`src/rtl/ice_bus_slave_buffer_pkg.sv`:
```
// Shared constants, entry layout and arbitration state encoding
// for the ICE slave-bus outbound message buffer.
package ice_bus_slave_buffer_pkg;

   localparam int ICE_SL_ENTRY_W = 9;
   localparam int ICE_SL_EOM_BIT = 8;

   typedef enum logic [1:0] {
      ARB_IDLE    = 2'd0,
      ARB_PEND    = 2'd1,
      ARB_GRANTED = 2'd2,
      ARB_RELEASE = 2'd3
   } arb_state_t;

   function automatic logic [ICE_SL_ENTRY_W-1:0] pack_entry(
      input logic       eom,
      input logic [7:0] data
   );
      return {eom, data};
   endfunction

endpackage

```
`src/rtl/ice_bus_slave_buffer_msg_ram.sv`:
```
// ice_msg_ram: simple dual-port 2^ADDR_WIDTH x 9 message RAM.
// Ports: clk, rst (async, clears read register only), we/waddr/wdata
// write port, raddr -> rdata registered read port (1-cycle latency).
module ice_msg_ram
   import ice_bus_slave_buffer_pkg::*;
#(
   parameter int ADDR_WIDTH = 9
) (
   input  logic                      clk,
   input  logic                      rst,
   input  logic                      we,
   input  logic [ADDR_WIDTH-1:0]     waddr,
   input  logic [ICE_SL_ENTRY_W-1:0] wdata,
   input  logic [ADDR_WIDTH-1:0]     raddr,
   output logic [ICE_SL_ENTRY_W-1:0] rdata
);

   logic [ICE_SL_ENTRY_W-1:0] mem [2**ADDR_WIDTH];

   always_ff @(posedge clk) begin
      if (we) begin
         mem[waddr] <= wdata;
      end
   end

   always_ff @(posedge clk or posedge rst) begin
      if (rst) begin
         rdata <= '0;
      end else begin
         rdata <= mem[raddr];
      end
   end

endmodule

```
`src/rtl/ice_bus_slave_buffer.sv`:
```
// ice_bus_slave_buffer: device-side outbound message ring for the ICE slave bus.
// Ports: clk, rst (async high); wr_char/wr_char_valid/wr_char_last/wr_abort
// from local logic; sl_addr in, sl_data/sl_tail/sl_arb_request/sl_overflow out,
// sl_latch_tail/sl_arb_grant in, toward ice_bus_controller.
module ice_bus_slave_buffer
   import ice_bus_slave_buffer_pkg::*;
#(
   parameter int ADDR_WIDTH = 9
) (
   input  logic                      clk,
   input  logic                      rst,
   input  logic [7:0]                wr_char,
   input  logic                      wr_char_valid,
   input  logic                      wr_char_last,
   input  logic                      wr_abort,
   input  logic [ADDR_WIDTH-1:0]     sl_addr,
   output logic [ICE_SL_ENTRY_W-1:0] sl_data,
   output logic [ADDR_WIDTH-1:0]     sl_tail,
   input  logic                      sl_latch_tail,
   output logic                      sl_arb_request,
   input  logic                      sl_arb_grant,
   output logic                      sl_overflow
);

   localparam logic [ADDR_WIDTH-1:0] ONE = 1;

   logic [ADDR_WIDTH-1:0] tail;
   logic [ADDR_WIDTH-1:0] head;
   logic [ADDR_WIDTH-1:0] wp;
   logic [ADDR_WIDTH-1:0] msg_cnt;
   logic [ADDR_WIDTH-1:0] wp_inc;
   logic                  drop;
   logic                  full;
   logic                  we;
   logic                  commit;
   logic                  latch;
   arb_state_t            state;
   arb_state_t            state_nxt;

   assign wp_inc = wp + ONE;
   // One slot stays empty so wp == tail always means empty.
   assign full   = (wp_inc == tail);
   assign we     = wr_char_valid & ~full & ~drop & ~wr_abort;
   assign commit = we & wr_char_last;
   assign latch  = sl_latch_tail & (state == ARB_GRANTED);

   assign sl_tail = tail;

   ice_msg_ram #(
      .ADDR_WIDTH(ADDR_WIDTH)
   ) u_ram (
      .clk   (clk),
      .rst   (rst),
      .we    (we),
      .waddr (wp),
      .wdata (pack_entry(wr_char_last, wr_char)),
      .raddr (sl_addr),
      .rdata (sl_data)
   );

   always_ff @(posedge clk or posedge rst) begin
      if (rst) begin
         tail        <= '0;
         head        <= '0;
         wp          <= '0;
         msg_cnt     <= '0;
         drop        <= 1'b0;
         sl_overflow <= 1'b0;
      end else begin
         sl_overflow <= 1'b0;
         if (wr_abort) begin
            wp   <= head;
            drop <= 1'b0;
         end else if (wr_char_valid) begin
            if (drop) begin
               // Swallow the rest of the rejected message.
               if (wr_char_last) begin
                  drop <= 1'b0;
               end
            end else if (full) begin
               wp          <= head;
               sl_overflow <= 1'b1;
               drop        <= ~wr_char_last;
            end else begin
               wp <= wp_inc;
               if (wr_char_last) begin
                  head <= wp_inc;
               end
            end
         end
         if (latch) begin
            tail <= sl_addr;
         end
         unique case ({commit, latch})
            2'b10:   msg_cnt <= msg_cnt + ONE;
            2'b01:   msg_cnt <= msg_cnt - ONE;
            default: msg_cnt <= msg_cnt;
         endcase
      end
   end

   always_ff @(posedge clk or posedge rst) begin
      if (rst) begin
         state <= ARB_IDLE;
      end else begin
         state <= state_nxt;
      end
   end

   always_comb begin
      state_nxt      = state;
      sl_arb_request = 1'b0;
      unique case (state)
         ARB_IDLE: begin
            if (msg_cnt != '0) begin
               state_nxt = ARB_PEND;
            end
         end
         ARB_PEND: begin
            sl_arb_request = 1'b1;
            if (sl_arb_grant) begin
               state_nxt = ARB_GRANTED;
            end
         end
         ARB_GRANTED: begin
            sl_arb_request = 1'b1;
            if (sl_latch_tail) begin
               state_nxt = ARB_RELEASE;
            end else if (!sl_arb_grant) begin
               state_nxt = ARB_PEND;
            end
         end
         ARB_RELEASE: begin
            // Single low cycle drops the grant; a queued message
            // re-arbitrates straight away.
            if (msg_cnt != '0) begin
               state_nxt = ARB_PEND;
            end else begin
               state_nxt = ARB_IDLE;
            end
         end
         default: state_nxt = ARB_IDLE;
      endcase
   end

endmodule
```
`config.mk`:
```
export PLATFORM = sky130hd
export DESIGN_NAME = ice_bus_slave_buffer
export DESIGN_NICKNAME = d
export VERILOG_FILES = /design/src/rtl/ice_bus_slave_buffer_pkg.sv /design/src/rtl/ice_bus_slave_buffer_msg_ram.sv /design/src/rtl/ice_bus_slave_buffer.sv
export SDC_FILE = /design/constraint.sdc
export NUM_CORES = 2
export LEC_CHECK = 0
export BUFFER_PORTS_ARGS = -buffer_cell sky130_fd_sc_hd__buf_4
export CORE_MARGIN = 10
export CORE_UTILIZATION = 40
export DETAILED_ROUTE_END_ITERATION = 10
export PLACE_DENSITY = 0.53
export SLEW_MARGIN = 10
export SYNTH_ARGS = -nofsm -noshare
export SYNTH_HDL_FRONTEND = slang
export SYNTH_HIERARCHICAL = 1
export SYNTH_MEMORY_MAX_BITS = 65536
export SYNTH_SLANG_ARGS = --single-unit
```
`constraint.sdc`:
```
create_clock -name clk -period 5 [get_ports clk]
set_input_delay 0.25 -clock clk [delete_from_list [all_inputs] [get_ports clk]]
set_output_delay 0.25 -clock clk [all_outputs]
set_load 0.005 [all_outputs]
```
==> impl_metrics.env <==
export IMPL_synth_cell_types=76
export IMPL_core_area_um2=453000
export IMPL_setup_viol=0
export IMPL_path_cells="nand3_1 > nor3_2 > xnor3_2 > nand2_1 > buf_4 > o21a_1 > nand2_1 > nor2_1 > buf_4 > nand3_4 > buf_12 > nor2_1"
export IMPL_rows=247
export IMPL_hpwl_um=309000
export IMPL_cap_viol_max_count=0
export IMPL_avgSynthCellArea_um2=19.9
export IMPL_synth_cells=9160
export IMPL_die_width_um=695
export IMPL_synthesis_nets=9198
export IMPL_wl_um=504000
export IMPL_viasPerCell=5.86
export IMPL_fillers=37800
export IMPL_clk_pin_slew_ns=0.06
export IMPL_netlist_area_um2=182000
export IMPL_vias=92800
export IMPL_initial_core_util_pct=40.2
export IMPL_antenna_left=0
export IMPL_cts_root_buf="clkbuf_16"
export IMPL_placed_cell_area_um2=191000
export IMPL_hold_viol_final=0
export IMPL_track_usage_pct=20.3
export IMPL_vdd_ir_drop_worst_mv=0.336
export IMPL_p_per_area_nw_per_um2=407
export IMPL_fp_dieH_um=695
export IMPL_clockBufferDepth=4
export IMPL_outcome="complete, no violations"
export IMPL_finalMaxSlewViolations=0
export IMPL_rsz0062_at_grt="no"
export IMPL_tightest_slew_ns=1.30
export IMPL_ios=44
export IMPL_wl_per_cell_um=31.8
export IMPL_cts_setup_buffers=0
export IMPL_tns_ns=0
export IMPL_h_tree_depth=5
export IMPL_worstSetupPathType="register to register"
export IMPL_cts_resized=0
export IMPL_synth_edf_count=4608
export IMPL_die_area_um2=483000
export IMPL_layout_nets=9491
export IMPL_gp_congestion=0.850
export IMPL_rrSetupSlack_ns=0.35
export IMPL_worstSkewPairLatency_ns=1.02
export IMPL_layout_drive_gt1_share_pct=18.8
export IMPL_cp_arrival_ns=5.23
export IMPL_clock_sinks=4657
export IMPL_p_leak_nw=65.1
export IMPL_grt_max_degree=169
export IMPL_worstPathMaxFanout=12
export IMPL_cpPeakStageDelay_ns=0.68
export IMPL_drc_errors=0
export IMPL_portBuffers=43
export IMPL_yosys_warnings=6
export IMPL_stdcell_area_um2=206000
export IMPL_grt_pass1_vias=93300
export IMPL_whs_ns=0.122
export IMPL_fin_worst_skew_ns=0.107
export IMPL_grt_ovfl_total=0
export IMPL_grt_pass1_wl_um=714000
export IMPL_fin_util_pct=45.5
export IMPL_antenna_found_initial=25
export IMPL_synth_seq_cells=4657
export IMPL_initialDrtViolationCount=10100
export IMPL_tritoncts="done"
export IMPL_min_period_ns=4.65
export IMPL_fmax_mhz=215
export IMPL_min_path_type="primary input to register"
export IMPL_slew_headroom_pct=12.8
export IMPL_cp_slowest_cell="nor2_1"
export IMPL_worstPathRequired_ns=5.58
export IMPL_synth_seq_area_share_pct=76.5
export IMPL_crit_path_end_kind="register"
export IMPL_dpl_cell_count=14900
export IMPL_final_cell_mix="edfxtp_1 (4,608), mux2i_1 (883), mux4_2 (746)"
export IMPL_postSynth_asyncResetShare_pct=1.05
export IMPL_area_delta_synth_final_pct=13.0
export IMPL_drt_pass1_iterations=6
export IMPL_layout_commonest_cell="edfxtp_1"
export IMPL_ys_flop_type="edfxtp_1"
export IMPL_fin_crit_sh_pct=92.9
export IMPL_cp_start_kind="register"
export IMPL_final_cells=15800
export IMPL_numCtsBuffers=474
-- critical path, delay by kind of cell (launching register included) --
kind	cells	cell delay (ns)
and+or+nand+nor	7	2.14
buffers and inverters	3	0.79
DFF	1	0.61
xor gates and xnor gates	1	0.40
AOI/OAI and AO/OA	1	0.22
-- per-layer routing --
layer,global-route usage (%),wire length [µm],vias up
met5,0,69,-
met4,6.38,18000,10
met3,2.83,31900,804
met2,33.4,243000,3549
met1,28.2,211000,49600
li1,-,-,38800
-- what timing repair did --
action	4_1_cts	5_1_grt
hold buffers	28	0
endpoints found under the setup margin	0	0
endpoints found under the hold margin	669	0
-- Yosys cell counts (70+ instances only) --
library cell | n | area [µm²]
clkbuf_1 | 252 | 946
nand4_1 | 70 | 438
buf_2 | 88 | 440
o22ai_1 | 195 | 1220
nor2_1 | 614 | 2300
mux4_2 | 746 | 16800
mux2i_1 | 883 | 8840
a21oi_1 | 224 | 1120
nand2_1 | 156 | 586
buf_4 | 86 | 646
o221ai_1 | 427 | 3740
o21ai_0 | 143 | 716
edfxtp_1 | 4608 | 138000
-- through the flow --
step | setup WS (ns) | power [mW]
3_5_place_dp | 0.398 | 49.9
6_report | 0.353 | 83.9
4_1_cts | 0.351 | 84.6
3_3_place_gp | 0.404 | 49.9
5_1_grt | 0.183 | 86.5
2_1_floorplan | 1.00 | 47.1
-- report_power, final --
group	leakage, nW	total, mW	internal (mW)	switching, mW
logic	15.8	5.70	1.83	3.87
clock network	7.38	34.8	20.0	14.8
registers	42.0	43.4	43.1	0.264
-- logic make-up after synthesis --
family,share of synthesized area [%]
flops,76.5
fa+ha+maj,0.100
xor+xnor,0.132
simple gates,2.52
mux,14.3
compound gates,4.48
buf+inv,1.90
-- path summary, 6_finish.rpt --
kind	depth (start not counted)	end	startpoint
worst min-delay path	4	wp[8]$_DFFE_PP0P_	wr_abort
min in group asynchronous	4	u_ram/rdata[2]$_DFF_PP0_	rst
worst min register to register	1	wp[7]$_DFFE_PP0P_	head[7]$_DFFE_PP0P_
max in group asynchronous	5	head[7]$_DFFE_PP0P_	rst
worst max-delay path	12	u_ram/mem[199][5]$_DFFE_PP_	wp[2]$_DFFE_PP0P_
worst max register to register	12	u_ram/mem[199][5]$_DFFE_PP_	wp[2]$_DFFE_PP0P_
-- area by class of cell --
type | count | area (µm²) | share of cell area [%]
antenna | 4 | 10.0 | 0.00486
clock buffer | 579 | 12400 | 6.02
clock inverter | 285 | 2800 | 1.36
inverter | 24 | 98.8 | 0.0480
multi-input combinational | 3905 | 39500 | 19.2
sequential | 4657 | 140000 | 67.7
tap | 5976 | 7480 | 3.63
timing repair buffer | 391 | 4180 | 2.03
-- state kept, by name, summed over array words and instances (netlist names) --
register,count
u_ram/mem,4608
head,9
msg_cnt,9
sl_tail,9
u_ram/rdata,9
wp,9
state,2
drop,1
sl_overflow,1
Power figures use the tool's default switching activity.
